--- src/rtl/result_stream_packetizer.sv ---
`timescale 1ns/1ps
// -----------------------------------------------------------------------------
// result_stream_packetizer
//
// Purpose
//   This is the transmitter for the 32-bit result stream of a leaf FPGA. An
//   internal counter times each decoding round. When a round completes, the
//   block emits one packet:
//     1. header    {8'h00, iteration[7:0], cycles[15:0]}
//     2. body      the round's correction words, pulled from an upstream source
//     3. [count]   {16'h0, emitted_count[15:0]}, only when RESULT_PKT_COUNT_EN
//                  is defined
//     4. trailer   32'hFFFFFFFF
//   A correction word equal to 32'hFFFFFFFF would look like an early trailer.
//   Such a word is consumed and dropped, and the bad_word flag is set.
//
// Build option
//   RESULT_PKT_COUNT_EN : when defined, a COUNT state emits the number of body
//                         words actually sent, placed just before the trailer.
//
// Parameters
//   CYCLE_WIDTH  width of the round cycle counter (saturating)
//   ITER_WIDTH   width of iteration_count (<= 8)
//   COUNT_WIDTH  width of corr_count
//
// Ports
//   clk, reset       clock; synchronous active-high reset
//   round_start      pulse: clears the cycle counter and starts it running
//   round_done       pulse: stops the counter; in IDLE it launches a packet
//   iteration_count  iterations used by the round (sampled with round_done)
//   corr_count       correction words to pull (sampled with round_done)
//   corr_data/valid  upstream correction word stream
//   corr_ready       upstream handshake (combinational)
//   out_data/valid   registered output stream word
//   out_ready        downstream handshake
//   idle             high while no packet is in progress
//   overrun          sticky: round_done arrived while a packet was in progress
//   bad_word         sticky: a reserved 32'hFFFFFFFF arrived as a correction
// -----------------------------------------------------------------------------
module result_stream_packetizer #(
    parameter int CYCLE_WIDTH = 16,
    parameter int ITER_WIDTH  = 8,
    parameter int COUNT_WIDTH = 16
) (
    input  logic                   clk,
    input  logic                   reset,
    input  logic                   round_start,
    input  logic                   round_done,
    input  logic [ITER_WIDTH-1:0]  iteration_count,
    input  logic [COUNT_WIDTH-1:0] corr_count,
    input  logic [31:0]            corr_data,
    input  logic                   corr_valid,
    output logic                   corr_ready,
    output logic [31:0]            out_data,
    output logic                   out_valid,
    input  logic                   out_ready,
    output logic                   idle,
    output logic                   overrun,
    output logic                   bad_word
);

    localparam logic [31:0] TERM_WORD = 32'hFFFF_FFFF;

    // The header is not a separate state. It is loaded into the output
    // register on the same edge that leaves IDLE. This lets the header become
    // valid one cycle after round_done.
    //   S_BODY    : pull correction words until remaining reaches 0
    //   S_COUNT   : load the emitted-count word when the output register frees
    //   S_TRAILER : load the terminator when the output register frees
    //   S_LAST    : terminator in flight; return to IDLE once it is accepted
`ifdef RESULT_PKT_COUNT_EN
    typedef enum logic [2:0] {S_IDLE, S_BODY, S_COUNT, S_TRAILER, S_LAST} state_t;
    localparam state_t S_POST_BODY = S_COUNT;
`else
    typedef enum logic [2:0] {S_IDLE, S_BODY, S_TRAILER, S_LAST} state_t;
    localparam state_t S_POST_BODY = S_TRAILER;
`endif

    // -------------------------------------------------------------------------
    // Round cycle counter
    // -------------------------------------------------------------------------
    // This counter runs independently of the emitter. The header samples
    // cyc_d rather than cyc_q, so the cycles field counts the round_done edge
    // itself. If round_start and round_done arrive together, the counter
    // clears and the field reads 0.
    logic [CYCLE_WIDTH-1:0] cyc_q, cyc_d;
    logic                   run_q, run_d;

    always_comb begin
        cyc_d = cyc_q;
        run_d = run_q;
        if (round_start) begin
            cyc_d = '0;
            run_d = 1'b1;
        end else if (run_q && (cyc_q != '1)) begin
            cyc_d = cyc_q + CYCLE_WIDTH'(1);
        end
        if (round_done) begin
            run_d = 1'b0;
        end
    end

    // The header field is 16 bits wide. A wider counter saturates into 16'hFFFF
    // when any upper bit is set. A narrower counter is zero-extended.
    logic [15:0] cyc_field;

    generate
        if (CYCLE_WIDTH > 16) begin : g_cyc_sat
            assign cyc_field = (|cyc_d[CYCLE_WIDTH-1:16]) ? 16'hFFFF : cyc_d[15:0];
        end else if (CYCLE_WIDTH == 16) begin : g_cyc_eq
            assign cyc_field = cyc_d;
        end else begin : g_cyc_ext
            assign cyc_field = {{(16-CYCLE_WIDTH){1'b0}}, cyc_d};
        end
    endgenerate

    // The iteration field is zero-extended to 8 bits.
    logic [7:0] iter_field;

    genvar gi;
    generate
        for (gi = 0; gi < 8; gi++) begin : g_iter
            if (gi < ITER_WIDTH) begin : g_bit
                assign iter_field[gi] = iteration_count[gi];
            end else begin : g_zero
                assign iter_field[gi] = 1'b0;
            end
        end
    endgenerate

    // -------------------------------------------------------------------------
    // Emitter state
    // -------------------------------------------------------------------------
    state_t                 state_q,     state_d;
    logic [COUNT_WIDTH-1:0] remaining_q, remaining_d;
    logic [31:0]            out_data_q,  out_data_d;
    logic                   out_valid_q, out_valid_d;
    logic                   overrun_q,   overrun_d;
    logic                   bad_word_q,  bad_word_d;
`ifdef RESULT_PKT_COUNT_EN
    logic [15:0]            emitted_q,   emitted_d;
`endif

    logic out_free;
    logic corr_accept;

    always_comb begin
        // The single output register can take a new word when it is empty or
        // when its current word is being accepted in this cycle.
        out_free    = !out_valid_q || out_ready;
        corr_ready  = (state_q == S_BODY) && out_free;
        corr_accept = corr_ready && corr_valid;

        state_d     = state_q;
        remaining_d = remaining_q;
        out_data_d  = out_data_q;
        out_valid_d = out_valid_q && !out_ready;
        overrun_d   = overrun_q || (round_done && (state_q != S_IDLE));
        bad_word_d  = bad_word_q;
`ifdef RESULT_PKT_COUNT_EN
        emitted_d   = emitted_q;
`endif

        case (state_q)
            S_IDLE: begin
                // When the packet enters IDLE, the output register is already
                // empty, because the trailer was accepted. The header can
                // therefore load right away.
                if (round_done) begin
                    out_data_d  = {8'h00, iter_field, cyc_field};
                    out_valid_d = 1'b1;
                    remaining_d = corr_count;
`ifdef RESULT_PKT_COUNT_EN
                    emitted_d   = '0;
`endif
                    state_d     = (corr_count == '0) ? S_POST_BODY : S_BODY;
                end
            end

            S_BODY: begin
                if (corr_accept) begin
                    remaining_d = remaining_q - COUNT_WIDTH'(1);
                    if (corr_data == TERM_WORD) begin
                        // A reserved word is dropped, and no output beat is
                        // produced for it.
                        bad_word_d = 1'b1;
                    end else begin
                        out_data_d  = corr_data;
                        out_valid_d = 1'b1;
`ifdef RESULT_PKT_COUNT_EN
                        emitted_d   = emitted_q + 16'd1;
`endif
                    end
                    if (remaining_q == COUNT_WIDTH'(1)) begin
                        state_d = S_POST_BODY;
                    end
                end
            end

`ifdef RESULT_PKT_COUNT_EN
            S_COUNT: begin
                if (out_free) begin
                    out_data_d  = {16'h0000, emitted_q};
                    out_valid_d = 1'b1;
                    state_d     = S_TRAILER;
                end
            end
`endif

            S_TRAILER: begin
                if (out_free) begin
                    out_data_d  = TERM_WORD;
                    out_valid_d = 1'b1;
                    state_d     = S_LAST;
                end
            end

            S_LAST: begin
                // In this state, out_valid_q is always set. The trailer leaves
                // when out_ready is high.
                if (out_ready) begin
                    state_d = S_IDLE;
                end
            end

            default: begin
                state_d = S_IDLE;
            end
        endcase
    end

    always_ff @(posedge clk) begin
        if (reset) begin
            cyc_q       <= '0;
            run_q       <= 1'b0;
            state_q     <= S_IDLE;
            remaining_q <= '0;
            out_data_q  <= '0;
            out_valid_q <= 1'b0;
            overrun_q   <= 1'b0;
            bad_word_q  <= 1'b0;
`ifdef RESULT_PKT_COUNT_EN
            emitted_q   <= '0;
`endif
        end else begin
            cyc_q       <= cyc_d;
            run_q       <= run_d;
            state_q     <= state_d;
            remaining_q <= remaining_d;
            out_data_q  <= out_data_d;
            out_valid_q <= out_valid_d;
            overrun_q   <= overrun_d;
            bad_word_q  <= bad_word_d;
`ifdef RESULT_PKT_COUNT_EN
            emitted_q   <= emitted_d;
`endif
        end
    end

    assign out_data  = out_data_q;
    assign out_valid = out_valid_q;
    assign idle      = (state_q == S_IDLE);
    assign overrun   = overrun_q;
    assign bad_word  = bad_word_q;

endmodule

--- config.mk ---
export PLATFORM = sky130hd
export DESIGN_NAME = result_stream_packetizer
export DESIGN_NICKNAME = d
export VERILOG_FILES = /design/src/rtl/result_stream_packetizer.sv
export SDC_FILE = /design/constraint.sdc
export NUM_CORES = 1
export LEC_CHECK = 0
export ABC_AREA = 1
export CAP_MARGIN = 15
export CORE_MARGIN = 5
export CORE_UTILIZATION = 55
export DETAILED_ROUTE_END_ITERATION = 8
export GPL_ROUTABILITY_DRIVEN = 1
export PLACE_DENSITY_LB_ADDON = 0.25
export REMOVE_ABC_BUFFERS = 1
export SLEW_MARGIN = 20
export SYNTH_ARGS = -nofsm -noshare
export SYNTH_HDL_FRONTEND = slang
export SYNTH_SLANG_ARGS = --single-unit
--- constraint.sdc ---
create_clock -name clk -period 4.65 [get_ports clk]
set_input_delay 0.93 -clock clk [delete_from_list [all_inputs] [get_ports clk]]
set_output_delay 0.93 -clock clk [all_outputs]
set_load 0.02 [all_outputs]
# == After elaboration in Yosys (flattened, before gate mapping) ==
# Cells that the tools add are included.
# totals
regBits,71
inputBits,62
output_inout_bits,37
elab_cells,63
# classes
addsub,2
eq_ne,12
muxes,22
n_reduce_logical,19
# ops
cell,n
$mux W32,4
$pmux W32 S3,1
$mux W16,4
$eq A32 B32 Y1 const B,1
$pmux W16 S2,1
$add A16 B1 Y16 const B,1
$eq A16 B1 Y1 const B,1
$logic_not A16 Y1,1
$ne A16 B16 Y1 const B,1
$sub A16 B1 Y16 const B,1
$mux W3,5
$pmux W3 S4,1
$ne A2 B2 Y1 const B,5
$reduce_and A5 Y1,2
$eq A3 B2 Y1 const B,2
$reduce_and A3 Y1,2
$reduce_bool A3 Y1,2
$logic_and A1 B1 Y1,5
$mux W1,4
$eq A3 B1 Y1 const B,1
$logic_not A3 Y1,1
$pmux W1 S3,1
$logic_not A1 Y1,2
$logic_or A1 B1 Y1,2
4 further kinds,4

# == Longest topological paths before layout ==
# Gate-level depths: netlist (run 1).
# logic_depth
depth_word,6
mapped_depth,12
depth_no_buf,12

# == Worst setup path before layout (run 1) ==
# OpenSTA, ideal clock, no wires.
# synth_timing
path_kind,input -> output
startpoint,input out_ready
endpoint,output corr_ready
arrival_time_ns,1.397
required_ns,3.720
path_slack_ns,2.323
cell_stages,4
path_buffers,0
path_cell_list,inv_1 nand2_2 inv_1 nor2_1
# synth_via
elab_chain_len,2
# synth_rtl
element,line_no,rtl
start: declaration,56,"input logic out_ready,"
$logic_or A1 B1 Y1,150,out_free = !out_valid_q || out_ready;
$logic_and A1 B1 Y1,151,corr_ready = (state_q == S_BODY) && out_free;
end: declaration,53,"output logic corr_ready,"
# No other way between the ends.

# == Worst setup path after layout (run 1) ==
# Same ends and word-level chain as after synthesis.

==> results by group, run 1 <==
Status
  • Status: complete, no violations

Detailed routing
  • DRT iter0 DRCs: between 300 and 400
  • Wire per inst: 14.1 microns
  • Wl on met1: 5440 microns
  • Routed met3 length: 960 microns
  • Via Count: a little over 5000
  • Post-route ant nets: 0
  • Router iterations before antenna repair: 6
  • Routed WL: roughly 13000 microns
  • Via density: 5.48
  • DRC: 0
  • Top layer in use: met4
  • Met2 routed WL: 6570 microns

Global route
  • Vias in the first global route: 4860
  • First-pass GRT wire length: between 20000 and 25000 microns
  • Largest net degree at the start of global routing: 51
  • Initial antenna violation count: 0
  • Global Route Usage Sum: 26.4%
  • GRT overflow: 0

Die
  • Die area: 9980 sq um
  • Die Y: about 100 microns
  • Row count: 32
  • Core ar.: 7810 sq um
  • Initial Util: 57.0%
  • IO Count: 99
  • Die W: 99.9 microns

Clock network
  • CTS resizes: 0
  • Post-CTS setup buffer count: 0
  • Clock transition at path regs: 70 ps
  • Hold buffers post-CTS: 0
  • Clock tree from TritonCTS: built
  • Clock Tree Buf Depth: 2
  • Num CTS Buffers: 9
  • H-Tree Depth: 3
  • CTS Root Cell: clkbuf_8
  • Clk_lat worst skew: 340 ps
  • Clock sink count: 70

Timing
  • Final worst setup slack: 1350 ps
  • Final setup fails: 0
  • Tmin final: 3300 ps
  • Hold Violations, Final: 0
  • Max transition margin: 39.9%
  • Setup TNS Final: 0 ps
  • Fin Clk Skew: roughly 7.5 ps
  • RSZ-0062 raised after global routing: false
  • Hold Slack: 462 ps
  • Slew of the pin with the lowest slew margin: 901 ps
  • Final Max Tran Viols: 0
  • Final Cycle Share: 71.1%
  • Highest Clock Rate: 303 MHz

Setup path
  • CP Launch Point: out_ready
  • Req. time, crit path: 3720 ps
  • Worst Path Max Fanout: 4
  • Critical path startpoint category: primary input
  • Crit end category: output port
  • Slowest cell on crit path: clkdlybuf4s50_1
  • Critical path buffers and inverters: 4
  • Max stage delay on crit path: between 600 and 700 ps
  • Family with the most delay on the worst path: buffers and inverters
  • Worst reg2reg startpoint: state_q[0]$_SDFFE_PP0P_
  • R2R Setup Slk: around 1900 ps
  • Worst R2R End: out_data[8]$_SDFFE_PP0P_
  • Reg2Reg Depth: 10
  • Ordered list of cells on the worst path: clkdlybuf4s50_1 > inv_1 > nand2_2 > inv_1 > nor2_1 > clkdlybuf4s50_1
  • Worst path arrival time: 2370 ps
  • Worst setup path category: in2out

Min path
  • Worst Hold Class: reg2reg
  • WHS Endpoint: bad_word$_SDFFE_PP0P_
  • Hold Crit Start: bad_word$_SDFFE_PP0P_
  • Hold Path Depth: 2

Synth
  • Synth cell types: 32
  • Mapped Avg Cell Area: 5.93 sq um
  • Sequential fraction of the synthesis area: 31.5%
  • Seq cells post-synth: 70
  • Synth Instances: 750
  • Post-Syn Area: roughly 4400 sq um
  • Yosys warnings: 0

Power
  • Leak: 2.53 nW
  • Power density over the cells: ~670 nW/um^2
  • Total power: 3.79 mW
  • Worst IR Drop VDD: 0.568 mV

Placed design
  • Placer congestion estimate: about 0.91
  • Dpl ws: 1360 ps
  • HPWL Detailed: 9310 microns
  • Port bufs: 98

Run
  • Total of max-cap violations: 0

Layout
  • Layout net count: 901
  • Most frequent cells in the layout: nand2_1, nor2_1, clkdlybuf4s50_1
  • Ant. Diodes: 0
  • Area delta synth->final: 27.0%
  • Layout cells sized above 1: ~4.7%
  • Most common cell after layout, fill and taps aside: nand2_1
==> power by group <==
part           switching (mW)  internal, mW
Sequential              0.150         0.805
Combinational            1.47         0.819
Clock                   0.235         0.316
==> final cells by class <==
type                       instances  area, sq um
clock buffer                      12          145
clock inverter                     4         70.1
fill                             664         2160
inverter                          91          342
multi-input combinational        556         2540
sequential                        70         1400
tap                              102          128
timing repair buffer             103         1020
==> cells by family (layout without fill, tap and decap cells) <==
family / after synthesis / count (layout) / share of synthesized area (%)
fa+ha+maj: 8 / 8 / 2.25
simple gates: 444 / 444 / 42.1
compound gates: 99 / 99 / 11.9
xor+xnor: 5 / 5 / 0.985
flops: 70 / 70 / 31.5
buf+inv: 124 / 210 / 11.3
==> worst min-delay path: stages, from the launching register on <==
cell and delay, ps:
dfxtp_1 310, inv_1 50, a21oi_1 60
==> routing by layer <==
| layer | vias to the layer above | GRT usage [%] |
|---|---|---|
| li1 | 2531 | - |
| met1 | 2354 | 32.2 |
| met2 | 228 | 45.7 |
| met3 | 26 | 5.00 |
| met4 | 0 | 10.7 |
| met5 | - | 0 |
==> stage by stage <==
| step | std cells | utilization [%] | instance area [sq um] |
|---|---|---|---|
| final | 938 | 72.3 | 5650 |
| after global routing | 938 | 72.3 | 5650 |
| after CTS | 938 | 72.3 | 5650 |
| after detailed placement | 922 | 69.6 | 5430 |
| after global placement | 922 | 69.6 | 5430 |
| after floorplan | 717 | - | 4290 |
==> cell usage after synthesis <==
cell	n	area [sq um]
a31oi_1	5	31.3
o21ai_4	1	16.3
ha_1	8	100
xor2_1	3	26.3
buf_6	1	11.3
clkbuf_1	14	52.6
a211oi_1	3	22.5
nand3b_1	4	30.0
buf_4	4	30.0
nor3_1	8	40.0
nand2_2	6	37.5
nor2_1	104	390
xnor2_1	2	17.5
inv_2	2	7.51
nor2_2	7	43.8
inv_1	88	330
nor2_4	1	11.3
nor4_1	1	6.26
nand4_1	18	113
clkinv_1	1	3.75
o21ai_1	1	5.00
nand3_1	56	280
nand4_2	1	12.5
buf_1	2	7.51
o21bai_1	2	15.0
o21a_1	1	7.51
dfxtp_1	70	1400
buf_2	12	60.1
nor3_2	2	20.0
a21oi_1	48	240
nand2_1	236	886
o21ai_0	38	190
==> worst max path at each step <==
stage               slack, ps          to  cells after the start
finish                   1350  corr_ready                      6
global route             1260  corr_ready                      5
CTS                      1350  corr_ready                      6
detailed placement       1360  corr_ready                      6
global placement         1410  corr_ready                      6
floorplan                1380  corr_ready                      4
==> flip-flops by register name, summed over array words and instances (netlist names) <==
register	flops
overrun	1
state_q	2
bad_word	1
cyc_q	16
out_data	32
run_q	1
out_valid	1
remaining_q	16
Note: power is estimated with default switching activity, not from simulation.
==> inputs of run 2 (changes only) <==
--- a/config.mk
+++ b/config.mk
@@ -8,7 +8,7 @@
 export ABC_AREA = 1
 export CAP_MARGIN = 15
 export CORE_MARGIN = 5
-export CORE_UTILIZATION = 55
+export CORE_UTILIZATION = 51
 export DETAILED_ROUTE_END_ITERATION = 8
 export GPL_ROUTABILITY_DRIVEN = 1
 export PLACE_DENSITY_LB_ADDON = 0.25
==> constraint.sdc (replaced) <==
create_clock -name clk -period 3.35 [get_ports clk]
set_input_delay 0.67 -clock clk [delete_from_list [all_inputs] [get_ports clk]]
set_output_delay 0.67 -clock clk [all_outputs]
set_load 0.02 [all_outputs]
==> run 2 against run 1 <==
First-iteration DRC count decreased by 40%. Wire length decreased by 4.0%. Power increased by 36%. Final area increased by 0.27%. Cell count increased by 0.96%. Clock-buffer cell count unchanged. Global-route usage decreased by 1.7 points. Non-clock buffer count increased by 3. Sequential share of layout area decreased by 0.066 points. Highest routed layer unchanged.
==> results by group, run 2 (synthesis gave the netlist of run 1 again) <==
Status
  • Status: complete, no violations

Layout
  • Max FFs per register: 32 (unchanged)
  • Most common cell after layout, fill and taps aside: nand2_1
  • Most frequent cells in the layout: nand2_1, nor2_1, clkdlybuf4s50_1
  • Layout cells sized above 1: 5.13% (+0.46 points)
  • Area delta synth->final: 27.3%
  • Ant. Diodes: 0 (unchanged)
  • Area of the multi-input gates: 2540 sq um (unchanged)
  • FF/Latch Area: 1400 sq um (unchanged)
  • Fill count: 802 (+21%)
  • Layout net count: 904 (+0.33%)

Detailed routing
  • DRT iter0 DRCs: 227 (-40%)
  • Via density: 5.23 (-4.6%)
  • Routed WL: 12700 microns (-4.0%)
  • Via Count: 4949 (-3.7%)
  • Post-route ant nets: 0 (unchanged)
  • DRC: 0 (unchanged)
  • Wire per inst: 13.4 microns (-4.9%)
  • Router iterations before antenna repair: 5 (-1)

Timing
  • Setup TNS Final: 0 ps (unchanged)
  • Final Cycle Share: 81.4%
  • Max transition margin: 53.9% (+14 points)
  • Hold Slack: 479 ps (+16.9 ps)
  • Highest Clock Rate: 367 MHz
  • Tmin final: ~2700 ps
  • Final setup fails: 0 (unchanged)
  • Fin Clk Skew: 7.97 ps (+0.469 ps)
  • RSZ-0062 raised after global routing: false
  • Slew of the pin with the lowest slew margin: 690 ps (-211 ps)
  • Final Max Tran Viols: 0 (unchanged)
  • Hold Violations, Final: 0 (unchanged)

Placed design
  • Placer congestion estimate: 0.927 (+1.7%)
  • Port bufs: 98 (unchanged)
  • HPWL Detailed: 9340 microns (+0.25%)

Clock network
  • Clock tree from TritonCTS: built
  • Post-CTS setup buffer count: 0 (unchanged)
  • CTS resizes: 0 (unchanged)
  • Clock sink count: 70 (unchanged)
  • Clock Tree Buf Depth: 2 (unchanged)
  • Clock transition at path regs: 70 ps (about the same)
  • H-Tree Depth: 3 (unchanged)
  • Hold buffers post-CTS: 0 (unchanged)
  • CTS Root Cell: clkbuf_8
  • Num CTS Buffers: 9 (unchanged)
  • Clk_lat worst skew: 340 ps (about the same)

Setup path
  • Worst setup path category: in2out
  • Worst path arrival time: 2060 ps (-310 ps)
  • Worst Path Max Fanout: 4 (unchanged)
  • Req. time, crit path: 2680 ps (-1040 ps)
  • Critical path startpoint category: primary input
  • Reg2Reg Depth: 9 (-1)
  • Crit end category: output port

Global route
  • Vias in the first global route: 4762 (-2.0%)
  • First-pass GRT wire length: 21300 microns (-2.9%)
  • GRT overflow: 0 (unchanged)
  • Global Route Usage Sum: 24.7% (-1.7 points)
  • Initial antenna violation count: 0 (unchanged)
  • Largest net degree at the start of global routing: 49 (-3.9%)

Die
  • IO Count: 99 (unchanged)
  • Core ar.: 8590 sq um (+10%)
  • Die Y: 103 microns (+3.5%)
  • Initial Util: 51.7% (-5.2 points)
  • Row count: 34 (+6.3%)
  • Die W: 103 microns (+3.5%)
  • Die area: 10700 sq um (+7.0%)

Power
  • Leak: 2.54 nW (+0.37%)
  • Power density over the cells: 914 nW/um^2 (+36%)
  • Worst IR Drop VDD: 0.808 mV (+42%)

Min path
  • Worst Hold Class: reg2reg
  • Hold Path Depth: 2 (unchanged)

Run
  • Total of max-cap violations: 0 (unchanged)
[run 2: changes by cell type in the layout (fill, tap and decap cells not counted)]
cell / change
buf_4: +3
bufinv_16: -1
clkbuf_1: -1
clkbuf_8: +1
clkinv_2: +1
[run 2: worst paths after layout]
kind / slack, ps / end / start
hold / removal: 480 / bad_word$_SDFFE_PP0P_ / bad_word$_SDFFE_PP0P_
hold reg to reg: 480 / bad_word$_SDFFE_PP0P_ / bad_word$_SDFFE_PP0P_
setup reg to reg: 1030 / remaining_q[8]$_SDFFE_PP0P_ / state_q[1]$_SDFFE_PP0P_
setup / recovery: 620 / corr_ready / out_ready
[run 2: metal layers]
| metal | GRT usage [%] | vias up | wire length (microns) |
|---|---|---|---|
| li1 | - | 2533 | - |
| met1 | 30.9 | 2262 | 5370 |
| met2 | 42.4 | 134 | 6410 |
| met3 | 5.10 | 20 | 606 |
| met4 | 8.37 | 0 | 292 |
| met5 | 0 | - | 0 |
[run 2: final cells by class]
cell class / instances / share of cell area (%)
clock buffers: 12 / 2.74
clock inverters: 4 / 0.796
inverters: 91 / 6.03
multi-input cells: 556 / 44.9
flip-flops and latches: 70 / 24.8
well taps: 108 / 2.39
repair buffers: 106 / 18.4
[run 2: metrics by stage]
step / setup slack, ps / total power [mW] / instance area (sq um) / util, % / cells
after detailed placement: 596 / 4.47 / 5460 / 63.6 / 931
final: 623 / 5.17 / 5660 / 65.9 / 947
after CTS: 614 / 5.19 / 5660 / 65.9 / 947
after global placement: 635 / 4.39 / 5460 / 63.6 / 931
after floorplan: 336 / 3.37 / 4290 / - / 717
after global routing: 540 / 5.67 / 5660 / 65.9 / 947
[run 2: critical path, cell delays in order]
cell             delay, ps
clkdlybuf4s50_1        450
inv_1                   60
nand2_2                 80
inv_1                   60
nor2_1                 120
clkdlybuf4s50_1        620
[run 2: report_power, final]
part / internal (mW) / switching [mW] / leakage (nW)
combinational: 1.15 / 2.01 / 1.86
sequential: 1.12 / 0.194 / 0.575
clock: 0.381 / 0.319 / 0.106
total: 2.65 / 2.52 / 2.54
==> inputs of run 3 (changes only) <==
==> constraint.sdc (replaced) <==
create_clock -name clk -period 2.7 [get_ports clk]
set_input_delay 0.54 -clock clk [delete_from_list [all_inputs] [get_ports clk]]
set_output_delay 0.54 -clock clk [all_outputs]
set_load 0.02 [all_outputs]
==> run 3 against run 2 <==
Sequential share of layout area down 0.13 points. Critical path type is now reg2out. Clock-buffer cell count unchanged. Wire length grew 2.4%. First-iteration DRC count is 17% higher. Clock skew down 1.7 ps. Sequential cell count stayed put. Via count hardly changed. Highest routed layer unchanged. Global-route usage up 0.41 points.
==> results by group, run 3 (synthesis gave the netlist of run 1 again) <==
Timing
  • Final Cycle Share: 93.6%
  • Max transition margin: 38.8% (-15 points)
  • Final worst setup slack: 173 ps (-450 ps)
  • Slew of the pin with the lowest slew margin: 918 ps (+228 ps)
  • Highest Clock Rate: 396 MHz
  • Final Max Tran Viols: 0 (unchanged)
  • Final setup fails: 0 (unchanged)
  • RSZ-0062 raised after global routing: false
  • Hold Violations, Final: 0 (unchanged)
  • Fin Clk Skew: 6.27 ps (-1.70 ps)
  • Tmin final: 2530 ps

Layout
  • Ant. Diodes: 0 (unchanged)
  • Max FFs per register: 32 (unchanged)
  • Most frequent cells in the layout: nand2_1, nor2_1, clkdlybuf4s50_1
  • Area delta synth->final: 28.0%
  • Fill count: 783 (-2.4%)
  • Most common cell after layout, fill and taps aside: nand2_1
  • Layout net count: 907 (+0.33%)
  • Post-route cell area: 5690 sq um (+0.53%)
  • Finished Layout Cells: 949 (+0.21%)
  • Layout cells sized above 1: 5.47% (+0.34 points)

Setup path
  • Worst path arrival time: 1990 ps (-70 ps)
  • Family with the most delay on the worst path: buffers and inverters
  • Worst R2R End: out_data[5]$_SDFFE_PP0P_
  • Worst reg2reg startpoint: state_q[1]$_SDFFE_PP0P_
  • Max stage delay on crit path: 620 ps (about the same)
  • Most frequent CP cell: inv_1
  • Ordered list of cells on the worst path: inv_1 > ha_1 > inv_1 > nor2_1 > clkdlybuf4s50_1
  • Worst Path Max Fanout: 6 (+2)
  • Worst setup path category: reg2out
  • Critical path startpoint category: flip-flop
  • CP Launch Point: state_q[1]$_SDFFE_PP0P_
  • Slowest cell on crit path: clkdlybuf4s50_1
  • Req. time, crit path: 2160 ps (-520 ps)
  • Reg2Reg Depth: 9 (unchanged)
  • Crit end category: output port
  • Critical path buffers and inverters: 3 (-1)
  • R2R Setup Slk: 450 ps (-580 ps)

Placed design
  • Placed cell area: 5480 sq um (+0.41%)
  • Port bufs: 98 (unchanged)
  • Placer congestion estimate: 0.947 (+2.1%)
  • Dpl cells: 934 (+0.32%)
  • HPWL Detailed: 9510 microns (+1.9%)
  • Dpl ws: 151 ps (-445 ps)

Clock network
  • Clock tree from TritonCTS: built
  • Clock transition at path regs: 70 ps (about the same)
  • CTS Root Cell: clkbuf_8
  • Clk_lat worst skew: 360 ps (+20 ps)
  • CTS resizes: 0 (unchanged)
  • Post-CTS setup buffer count: 0 (unchanged)
  • Clock sink count: 70 (unchanged)
  • H-Tree Depth: 3 (unchanged)
  • Num CTS Buffers: 9 (unchanged)
  • Hold buffers post-CTS: 0 (unchanged)
  • Clock Tree Buf Depth: 2 (unchanged)

Min path
  • Worst Hold Class: reg2reg
  • WHS Endpoint: bad_word$_SDFFE_PP0P_
  • Hold Path Depth: 2 (unchanged)
  • Hold Crit Start: bad_word$_SDFFE_PP0P_

Die
  • Die Y: 103 microns (unchanged)
  • Row count: 34 (unchanged)
  • Core ar.: 8590 sq um (unchanged)
  • Die W: 103 microns (unchanged)
  • IO Count: 99 (unchanged)
  • Initial Util: 51.7% (unchanged)
  • Die area: 10700 sq um (unchanged)

Status
  • Status: complete, no violations

Detailed routing
  • Routed WL: 13000 microns (+2.4%)
  • Via density: 5.22 (-0.13%)
  • DRC: 0 (unchanged)
  • Router iterations before antenna repair: 5 (unchanged)
  • Post-route ant nets: 0 (unchanged)
  • Wire per inst: 13.7 microns (+2.2%)
  • Via Count: 4953 (+0.081%)
  • DRT iter0 DRCs: 266 (+17%)

Global route
  • GRT overflow: 0 (unchanged)
  • First-pass GRT wire length: 21600 microns (+1.5%)
  • Initial antenna violation count: 0 (unchanged)
  • Vias in the first global route: 4796 (+0.71%)
  • Global Route Usage Sum: 25.1% (+0.41 points)
  • Largest net degree at the start of global routing: 49 (unchanged)

Run
  • Total of max-cap violations: 0 (unchanged)

Power
  • Leak: 2.55 nW (+0.52%)
  • Power density over the cells: 1150 nW/um^2 (+26%)
  • Worst IR Drop VDD: 1.19 mV (+47%)
==> run 3: power breakdown <==
| part | internal (mW) | leakage (nW) | switching, mW |
|---|---|---|---|
| sequential | 1.39 | 0.575 | 0.251 |
| clock | 0.496 | 0.104 | 0.411 |
| combinational | 1.48 | 1.88 | 2.53 |
==> run 3: cell type report <==
type / instances / area (sq um) / share of cell area (%)
Multi-Input combinational cell: 556 / 2540 / 44.7
Tap cell: 108 / 135 / 2.37
Inverter: 91 / 342 / 6.00
Sequential cell: 70 / 1400 / 24.6
Timing Repair Buffer: 109 / 1060 / 18.7
Clock buffer: 12 / 165 / 2.90
Clock inverter: 3 / 42.5 / 0.747
==> run 3: routing by layer <==
metal | part of all wire (%) | up-vias | global-route usage [%]
met5 | 0 | - | 0
met2 | 50 | 141 | 42.5
met3 | 5.1 | 24 | 4.83
met1 | 42 | 2252 | 30.9
met4 | 2.7 | 0 | 11.4
li1 | - | 2536 | -
==> run 3: worst min-delay path, delay by kind of cell (launching register included) <==
family                 cells  cell delay (ps)
DFF                        1              320
AOI/OAI and AO/OA          1               60
buffers and inverters      1               50
==> run 3: worst max path at each step <==
stage | cells after the start | endpoint
finish | 5 | corr_ready
global route | 5 | corr_ready
CTS | 5 | corr_ready
detailed placement | 12 | out_data[14]$_SDFFE_PP0P_
global placement | 6 | corr_ready
floorplan | 4 | corr_ready
==> run 3: per-stage QoR <==
stage,power (mW),util (%),hold WS [ps],TNS (ps)
2_1_floorplan,4.18,-,446,-4110
3_3_place_gp,5.50,63.8,440,0
3_5_place_dp,5.62,63.8,457,0
4_1_cts,6.54,66.2,475,0
5_1_grt,7.14,66.2,493,0
6_report,6.55,66.2,479,0
